File: src/rtl/fredkin_mux_pipe.sv
// Pipelined N_IN:1 multiplexer tree built from Fredkin (controlled-swap) gates, one register
// stage per tree level, with per-bit conservation checking and a sticky error flag.
module fredkin_mux_pipe #(
  parameter int unsigned WIDTH = 8,
  parameter int unsigned N_IN  = 4,
  localparam int unsigned SW   = $clog2(N_IN)
) (
  input  logic                      clk,
  input  logic                      rst_n,
  input  logic                      in_valid,
  output logic                      in_ready,
  input  logic [SW-1:0]             sel,
  input  logic [N_IN*WIDTH-1:0]     data,
  output logic                      out_valid,
  input  logic                      out_ready,
  output logic [WIDTH-1:0]          mux_out,
  output logic [(N_IN-1)*WIDTH-1:0] garbage_out,
  input  logic                      inj_fault,
  output logic                      err,
  input  logic                      err_clr
);

  logic          en;
  logic [SW-1:0] mm_lvl;

  // One global stall: every stage shifts together or holds together
  assign en       = !out_valid || out_ready;
  assign in_ready = en;

  for (genvar L = 0; L < SW; L++) begin : g_lvl
    localparam int unsigned NI = N_IN >> L;
    localparam int unsigned NG = NI / 2;
    localparam int unsigned GA = N_IN - NG;

    logic [NI*WIDTH-1:0] a_in;
    logic [SW-L-1:0]     s_in;
    logic                v_in;
    logic                inj;
    logic                mm;
    logic [NG*WIDTH-1:0] q_c;
    logic [NG*WIDTH-1:0] r_c;
    logic [NG*WIDTH-1:0] q_reg;
    logic [GA*WIDTH-1:0] g_nxt;
    logic [GA*WIDTH-1:0] g_reg;
    logic                v_reg;

    // Level 0 reads the request ports; higher levels read the previous stage
    if (L == 0) begin : g_src
      assign a_in  = data;
      assign s_in  = sel;
      assign v_in  = in_valid;
      assign inj   = inj_fault;
      assign g_nxt = r_c;
    end else begin : g_src
      assign a_in  = g_lvl[L-1].q_reg;
      assign s_in  = g_lvl[L-1].g_fwd.s_reg;
      assign v_in  = g_lvl[L-1].v_reg;
      assign inj   = 1'b0;
      assign g_nxt = {r_c, g_lvl[L-1].g_reg};
    end

    // Fredkin gate bits: Q selects, R keeps the rejected input, P=C is dropped
    always_comb begin
      logic av;
      logic bv;
      logic qv;
      logic rv;
      q_c = '0;
      r_c = '0;
      mm  = 1'b0;
      av  = 1'b0;
      bv  = 1'b0;
      qv  = 1'b0;
      rv  = 1'b0;
      for (int j = 0; j < int'(NG); j++) begin
        for (int b = 0; b < int'(WIDTH); b++) begin
          av = a_in[(2*j)*int'(WIDTH) + b];
          bv = a_in[(2*j+1)*int'(WIDTH) + b];
          qv = (~s_in[0] & av) | (s_in[0] & bv);
          rv = (~s_in[0] & bv) | (s_in[0] & av);
          if (j == 0 && b == 0) qv = qv ^ inj;
          q_c[j*int'(WIDTH) + b] = qv;
          r_c[j*int'(WIDTH) + b] = rv;
          if ((2'(s_in[0]) + 2'(av) + 2'(bv)) != (2'(s_in[0]) + 2'(qv) + 2'(rv))) mm = 1'b1;
        end
      end
    end

    assign mm_lvl[L] = en & v_in & mm;

    always_ff @(posedge clk or negedge rst_n) begin
      if (!rst_n) begin
        v_reg <= 1'b0;
        q_reg <= '0;
        g_reg <= '0;
      end else if (en) begin
        v_reg <= v_in;
        if (v_in) begin
          q_reg <= q_c;
          g_reg <= g_nxt;
        end
      end
    end

    // Select bits still needed by later levels ride along with the request
    if (L < SW - 1) begin : g_fwd
      logic [SW-L-2:0] s_reg;
      always_ff @(posedge clk or negedge rst_n) begin
        if (!rst_n) s_reg <= '0;
        else if (en && v_in) s_reg <= s_in[SW-L-1:1];
      end
    end
  end

  assign out_valid   = g_lvl[SW-1].v_reg;
  assign mux_out     = g_lvl[SW-1].q_reg;
  assign garbage_out = g_lvl[SW-1].g_reg;

  // Sticky error; a new violation outranks a clear in the same cycle
  always_ff @(posedge clk or negedge rst_n) begin
    if (!rst_n)          err <= 1'b0;
    else if (|mm_lvl)    err <= 1'b1;
    else if (err_clr)    err <= 1'b0;
  end

endmodule
File: config.mk
export PLATFORM = sky130hd
export DESIGN_NAME = fredkin_mux_pipe
export DESIGN_NICKNAME = d
export VERILOG_FILES = /design/src/rtl/fredkin_mux_pipe.sv
export SDC_FILE = /design/constraint.sdc
export NUM_CORES = 1
export LEC_CHECK = 0
export ABC_AREA = 1
export BUFFER_PORTS_ARGS = -buffer_cell sky130_fd_sc_hd__buf_2
export CAP_MARGIN = 20
export CELL_PAD_IN_SITES_DETAIL_PLACEMENT = 1
export CELL_PAD_IN_SITES_GLOBAL_PLACEMENT = 2
export CORE_ASPECT_RATIO = 2
export CORE_MARGIN = 3
export CORE_UTILIZATION = 30
export DETAILED_ROUTE_END_ITERATION = 6
export HOLD_SLACK_MARGIN = 0.15
export MAX_ROUTING_LAYER = met4
export PLACE_DENSITY_LB_ADDON = 0.05
export SLEW_MARGIN = 20
export SYNTH_ARGS = -nofsm -noshare
export SYNTH_HDL_FRONTEND = slang
export SYNTH_SLANG_ARGS = --single-unit
File: constraint.sdc
create_clock -name clk -period 2.71 [get_ports clk]
set_clock_uncertainty 0.1 [all_clocks]
set_input_delay 0.271 -clock clk [delete_from_list [all_inputs] [get_ports clk]]
set_output_delay 0.271 -clock clk [all_outputs]
set_load 0.01 [all_outputs]
==> results of run 1 <==
## cell families (layout without fill, tap and decap cells)
logic type	count (synthesis)	in the layout	share of synthesized area, %
AND/OR/NAND/NOR	236	236	21.2
buffers and inverters	100	191	10.9
adder cells (fa/ha/maj)	32	32	14.6
flip-flops	68	68	39.2
AO/OA/AOI/OAI	96	96	11.7
XOR/XNOR	12	12	2.42
## power by group
part           internal [uW]  switching, uW  leakage (uW)  total [uW]
sequential              1260            141      0.000831        1400
clock                    764            465      0.000152        1230
combinational            514            756       0.00172        1270
## timing repair
item	4_1_cts	5_1_grt
endpoints found under the hold margin	28	0
hold buffers	9	0
setup endpoints to repair	0	1
gates resized for setup	0	1
## worst max-delay path: cells and delay by family, from the launching register on
kind	cells	cell delay [ns]
AND/OR/NAND/NOR	7	0.59
flip-flops	1	0.54
adder cells (fa/ha/maj)	1	0.50
AO/OA/AOI/OAI	2	0.48
## through the flow
step | utilization (%) | instance area (um2) | power, uW | instances
floorplan | - | 4340 | 2230 | 544
global placement | 35.0 | 4910 | 2660 | 799
detailed placement | 35.0 | 4910 | 2710 | 799
CTS | 37.9 | 5320 | 3980 | 824
global route | 37.9 | 5320 | 4240 | 824
finish | 37.9 | 5320 | 3900 | 824
## cell usage after synthesis, types with 9 or more instances
library cell	count
a31oi_1	12
buf_2	9
buf_6	9
dfrtp_1	68
fa_1	31
inv_1	73
nand2_1	197
nor2_1	32
o21ai_0	35
o21ai_1	44
xnor2_1	10
## cell type report
type                            count  area [um2]
Sequential cell                    68        1700
Clock inverter                      5        60.1
Fill cell                        1778        8720
Timing Repair Buffer               97         603
Clock buffer                       11         253
Multi-Input combinational cell    376        2170
Tap cell                          189         236
Inverter                           78         298
## worst max path at each step
stage | from | to | slack (ns) | cells after the start
after detailed placement | sel[0] | err$_DFFE_PN0P_ | 0.14 | 12
after floorplan | g_lvl[0].g_fwd.s_reg$_DFFE_PN0P_ | err$_DFFE_PN0P_ | 0.37 | 13
after global routing | g_lvl[0].g_fwd.s_reg$_DFFE_PN0P_ | err$_DFFE_PN0P_ | 0.13 | 10
final | g_lvl[0].g_fwd.s_reg$_DFFE_PN0P_ | err$_DFFE_PN0P_ | 0.39 | 10
after CTS | g_lvl[0].g_fwd.s_reg$_DFFE_PN0P_ | err$_DFFE_PN0P_ | 0.19 | 10
after global placement | sel[0] | err$_DFFE_PN0P_ | 0.13 | 12
## per-layer routing
| metal | wire length (um) | vias to the layer above |
|---|---|---|
| li1 | - | 1835 |
| met1 | 4730 | 1785 |
| met2 | 6460 | 54 |
| met3 | 277 | 5 |
| met4 | 121 | 0 |
| met5 | 0 | - |
==> impl_metrics.csv, run 1 <==
group,metric,value,unit
sta,setup_viol,0,
synth,synth_edf_count,0,
synth,synthesis.area,4340,um2
detailed_routing,drtIter0Drc,75,
clocking,clock_sinks,68,
worst_setup_path,cp-start-kind,"flip-flop",
sta,finalCritPeriodShare,85.5,%
clocking,cts.clk_slew.worst_paths,0.06,ns
global_route,grt_busiest_layer,"met2",
synth,synthCells,544,
place,numPortBuffers,74,
die,die_area,16000,um2
global_route,grt_pass1_vias,3910,
clocking,cts_max_path_buffers,2,
sta,tightest_slew,0.579,ns
flow_run,maxCapViolCount,0,
detailed_routing,drt-total-wl,11600,um
worst_setup_path,critical_path_required,2.83,ns
worst_setup_path,r2r_setup_slack,0.39,ns
worst_setup_path,critical-path-slowest-cell,"dfrtp_2",
die,dieWidth,91.0,um
clocking,htree_levels,3,
sta,rsz0062_at_grt,"no",
global_route,antenna_found_initial,0,
place,hpwl,9010,um
worst_setup_path,crit_path_max_incr_delay,0.54,ns
pwr,ir_drop,0.312,mV
synth,ys_seq_area_share,39.2,%
die,initial_core_util,30.9,%
sta,fin_ws,0.392,ns
sta,fin_tns_setup,0,ns
worst_setup_path,rr_startpoint,"g_lvl[0].g_fwd.s_reg$_DFFE_PN0P_",
finish,layout-area-overhead-vs-synth,22.6,%
detailed_routing,dr.pass1.iters,4,
global_route,grt_max_degree,61,
detailed_routing,routed_via_density,4.46,
detailed_routing,wire_per_inst,14.1,um
global_route,track_usage,15.8,%
global_route,overflow,0,
detailed_routing,route.detailed.drc,0,
outcome,status,"finished, final reports clean",
worst_setup_path,rr_worst_depth,10,
pwr,power_density,733,nW/um2
global_route,grt_use_met1,17.8,%
worst_setup_path,r2r-end,"err$_DFFE_PN0P_",
worst_setup_path,crit_path_max_fanout,21,
pwr,leakagePower,0.00270,uW
die,io_pins,75,
worst_setup_path,end_kind,"flip-flop",
synth,ys_ff_latch,68,
worst_setup_path,critPathKind,"flip-flop to flip-flop",
finish,drive_gt1_share,18.0,%
place,globalplace.congestion,0.743,
global_route,use_met2,28.6,%
sta,hold_viol,0,
sta,maxSlewViolCount,0,
finish,largest_reg_flops,24,
synth,yosysUniqueCellTypes,27,
clocking,clock_tree.root_cell,"clkbuf_16",
sta,fmax,431,MHz
synth,synth.avg_cell_area,7.98,um2
synth,yosysTopAreaCell,"dfrtp_1",
worst_setup_path,cp_cell_sequence,"o21ai_0 -> fa_1 -> nand2_1 -> o21ai_0 -> nor2_1 -> nand2_1 -> nor2_1 -> nor2_1 -> nor2_1 -> nand2_1",
die,design.core.area,14000,um2
global_route,met3_usage,2.90,%
synth,synthTopCellsByArea,"dfrtp_1 39%, nand2_1 17%, fa_1 14%",
global_route,grt_pass1_wl,19300,um
synth,synth_top_area_share,39.2,%
hold_path,hold_end,"out_valid$_DFFE_PN0N_",
worst_setup_path,path_common_cell,"nor2_1",
hold_path,hp-class,"primary input to flip-flop",
clocking,post_cts_buffers,0,
synth,synthFlopType,"dfrtp_1",
synth,synthArstFlopShare,100,%
worst_setup_path,crit_arrival,2.44,ns
synth,syn_nets,616,
synth,synth_warnings,0,
clocking,tritoncts,"done",
die,die_y,176,um
detailed_routing,ant_nets,0,
sta,max-slew-margin-rel,61.4,%
clocking,cts_made_buffers,9,
sta,hold-worst-slack,0.163,ns
finish,final_cell_mix,"197 x nand2_1, 74 x buf_2, 73 x inv_1",
finish,insertedDiodeCount,0,
clocking,clk_latency,0.33,ns
hold_path,hp-start,"out_ready",
finish,final_nets,702,
die,std_cell_rows,61,
hold_path,min_path_cells,4,
finish,mostFrequentLayoutCell,"nand2_1",
detailed_routing,vias,3679,
place,pre_cts_ws,0.143,ns
sta,period_minus_slack,2.32,ns
(Power assumes the default switching activity.)
==> inputs of run 2 (changes only) <==
==> constraint.sdc (replaced) <==
create_clock -name clk -period 2.71 [get_ports clk]
set_clock_uncertainty 0.1 [all_clocks]
set_input_delay 0.1355 -clock clk [delete_from_list [all_inputs] [get_ports clk]]
set_output_delay 0.1355 -clock clk [all_outputs]
set_load 0.01 [all_outputs]
==> run 2 against run 1 <==
  * Clock-buffer cell count unchanged
  * Wire length up 0.77%
  * Worst hold slack worse by 0.021 ns
  * Global-route usage increased by 0.18 points
  * Sequential cell count unchanged
  * Utilization rose by 1.0 points
  * Setup slack lost 0.014 ns
  * Via count is 1.6% higher
  * Die area unchanged
  * Fmax decreased by 0.61%
  * Critical path depth is the same
  * Combinational power about the same
  * Largest power group unchanged
  * Highest routed layer unchanged
==> impl_metrics.csv, run 2 (synthesized netlist as in run 1, its figures left out) <==
group,metric,value,unit
outcome,status,"finished, final reports clean",
worst_setup_path,rr_worst_depth,10,
detailed_routing,dr.pass1.iters,4,
finish,nFillCells,1764,
sta,period_minus_slack,2.33,ns
sta,max-slew-margin-rel,51.8,%
worst_setup_path,end_kind,"flip-flop",
clocking,clock_tree.root_cell,"clkbuf_16",
global_route,grt_max_degree,61,
pwr,power_density,717,nW/um2
sta,tightest_slew,0.722,ns
worst_setup_path,critical_path_required,2.83,ns
finish,mostFrequentLayoutCell,"nand2_1",
worst_setup_path,rr_startpoint,"g_lvl[0].g_fwd.s_reg$_DFFE_PN0P_",
pwr,ir_drop,0.251,mV
place,hpwl,9000,um
die,die_area,16000,um2
finish,final_nets,716,
detailed_routing,route.detailed.drc,0,
sta,maxSlewViolCount,0,
sta,fin_tns_setup,0,ns
sta,fmax,429,MHz
sta,hold_viol,0,
worst_setup_path,crit_path_max_incr_delay,0.54,ns
flow_run,maxCapViolCount,0,
detailed_routing,routed_via_density,4.46,
worst_setup_path,crit_path_max_fanout,21,
worst_setup_path,path_common_cell,"nor2_1",
global_route,grt_pass1_wl,19800,um
finish,layout-area-overhead-vs-synth,25.9,%
clocking,tritoncts,"done",
detailed_routing,vias,3739,
global_route,antenna_found_initial,0,
worst_setup_path,cp_cell_sequence,"o21ai_0 -> fa_1 -> nand2_1 -> o21ai_0 -> nor2_1 -> nand2_1 -> nor2_1 -> nor2_1 -> nor2_1 -> nand2_1",
place,dpl_cell_area,4900,um2
die,std_cell_rows,61,
worst_setup_path,r2r_setup_slack,0.38,ns
finish,final_cell_mix,"197 x nand2_1, 74 x buf_2, 73 x inv_1",
sta,setup_viol,0,
clocking,htree_levels,3,
clocking,cts_made_buffers,9,
sta,finalCritPeriodShare,86.1,%
die,dieWidth,91.0,um
hold_path,hp-class,"primary input to flip-flop",
worst_setup_path,critPathKind,"flip-flop to flip-flop",
detailed_routing,drtIter0Drc,76,
die,die_y,176,um
global_route,track_usage,16.0,%
place,placed_cells,797,
worst_setup_path,cp-start-kind,"flip-flop",
finish,largest_reg_flops,24,
clocking,cts_max_path_buffers,2,
detailed_routing,wire_per_inst,13.9,um
place,numPortBuffers,74,
worst_setup_path,r2r-end,"err$_DFFE_PN0P_",
die,io_pins,75,
finish,fin_cells,838,
sta,rsz0062_at_grt,"no",
hold_path,min_path_cells,5,
worst_setup_path,startpoint,"g_lvl[0].g_fwd.s_reg$_DFFE_PN0P_",
place,globalplace.congestion,0.760,
finish,final_cell_area,5460,um2
sta,fin_ws,0.378,ns
die,design.core.area,14000,um2
place,pre_cts_ws,0.172,ns
worst_setup_path,crit_path_end,"err$_DFFE_PN0P_",
worst_setup_path,critical-path-slowest-cell,"dfrtp_2",
detailed_routing,ant_nets,0,
pwr,leakagePower,0.00276,uW
die,initial_core_util,30.9,%
clocking,clock_sinks,68,
detailed_routing,drt-total-wl,11700,um
finish,insertedDiodeCount,0,
finish,drive_gt1_share,17.3,%
clocking,clk_latency,0.33,ns
global_route,overflow,0,
clocking,cts.clk_slew.worst_paths,0.06,ns
worst_setup_path,crit_arrival,2.45,ns
global_route,grt_pass1_vias,4090,
-- run 2: changes by cell type in the layout (fill, tap and decap cells not counted) --
cell | before | now
dlygate4sd3_1 | 9 | 25
clkinv_4 | 2 | 0
buf_4 | 11 | 9
clkinvlp_4 | 1 | 2
inv_6 | 1 | 2
-- run 2: stage by stage --
| stage | util [%] | power (uW) | hold WS (ns) |
|---|---|---|---|
| after detailed placement | 34.9 | 2710 | 0.143 |
| after global routing | 38.9 | 4250 | 0.163 |
| final | 38.9 | 3920 | 0.142 |
| after global placement | 34.9 | 2660 | 0.130 |
| after floorplan | - | 2230 | -0.260 |
| after CTS | 38.9 | 4010 | 0.150 |
-- run 2: layout make-up --
type / instances / area (um2) / share of cell area (%)
Clock buffer: 11 / 253 / 4.63
Clock inverter: 5 / 58.8 / 1.08
Inverter: 78 / 298 / 5.45
Multi-Input combinational cell: 376 / 2170 / 39.6
Sequential cell: 68 / 1700 / 31.2
Tap cell: 189 / 236 / 4.33
Timing Repair Buffer: 111 / 748 / 13.7
-- run 2: power by group --
| group | total (uW) | leakage (uW) | internal, uW | switching, uW |
|---|---|---|---|---|
| combinational | 1290 | 0.00178 | 528 | 758 |
| clock | 1230 | 0.000148 | 764 | 463 |
| sequential | 1400 | 0.000831 | 1260 | 145 |
-- run 2: how the worst min path moves through the flow --
stage | startpoint | end | slack (ns)
after floorplan | rst_n | err$_DFFE_PN0P_ | -0.26
after global placement | rst_n | mux_out[1]$_DFFE_PN0P_ | 0.13
after detailed placement | rst_n | mux_out[1]$_DFFE_PN0P_ | 0.14
after CTS | data[16] | g_lvl[0].g_reg[8]$_DFFE_PN0P_ | 0.15
after global routing | data[27] | g_lvl[0].g_reg[11]$_DFFE_PN0P_ | 0.16
final | data[16] | g_lvl[0].g_reg[8]$_DFFE_PN0P_ | 0.14
-- run 2: worst max-delay path: cells and delay by family (launching register included) --
family / cells / cell delay [ns]
fa+ha+maj: 1 / 0.50
compound gates: 2 / 0.49
simple gates: 7 / 0.59
flops: 1 / 0.54
-- run 2: routing by layer --
| layer | up-vias | global-route usage (%) | wire length [um] |
|---|---|---|---|
| li1 | 1863 | - | - |
| met1 | 1813 | 17.4 | 4740 |
| met2 | 55 | 29.6 | 6520 |
| met3 | 8 | 2.30 | 271 |
| met4 | 0 | 4.91 | 144 |
| met5 | - | - | 0 |
-- run 2: what timing repair did --
item,CTS,global route
endpoints found under the hold margin,49,0
gates resized for setup,0,1
hold buffers,25,0
setup buffers,0,0
endpoints found under the setup margin,0,1
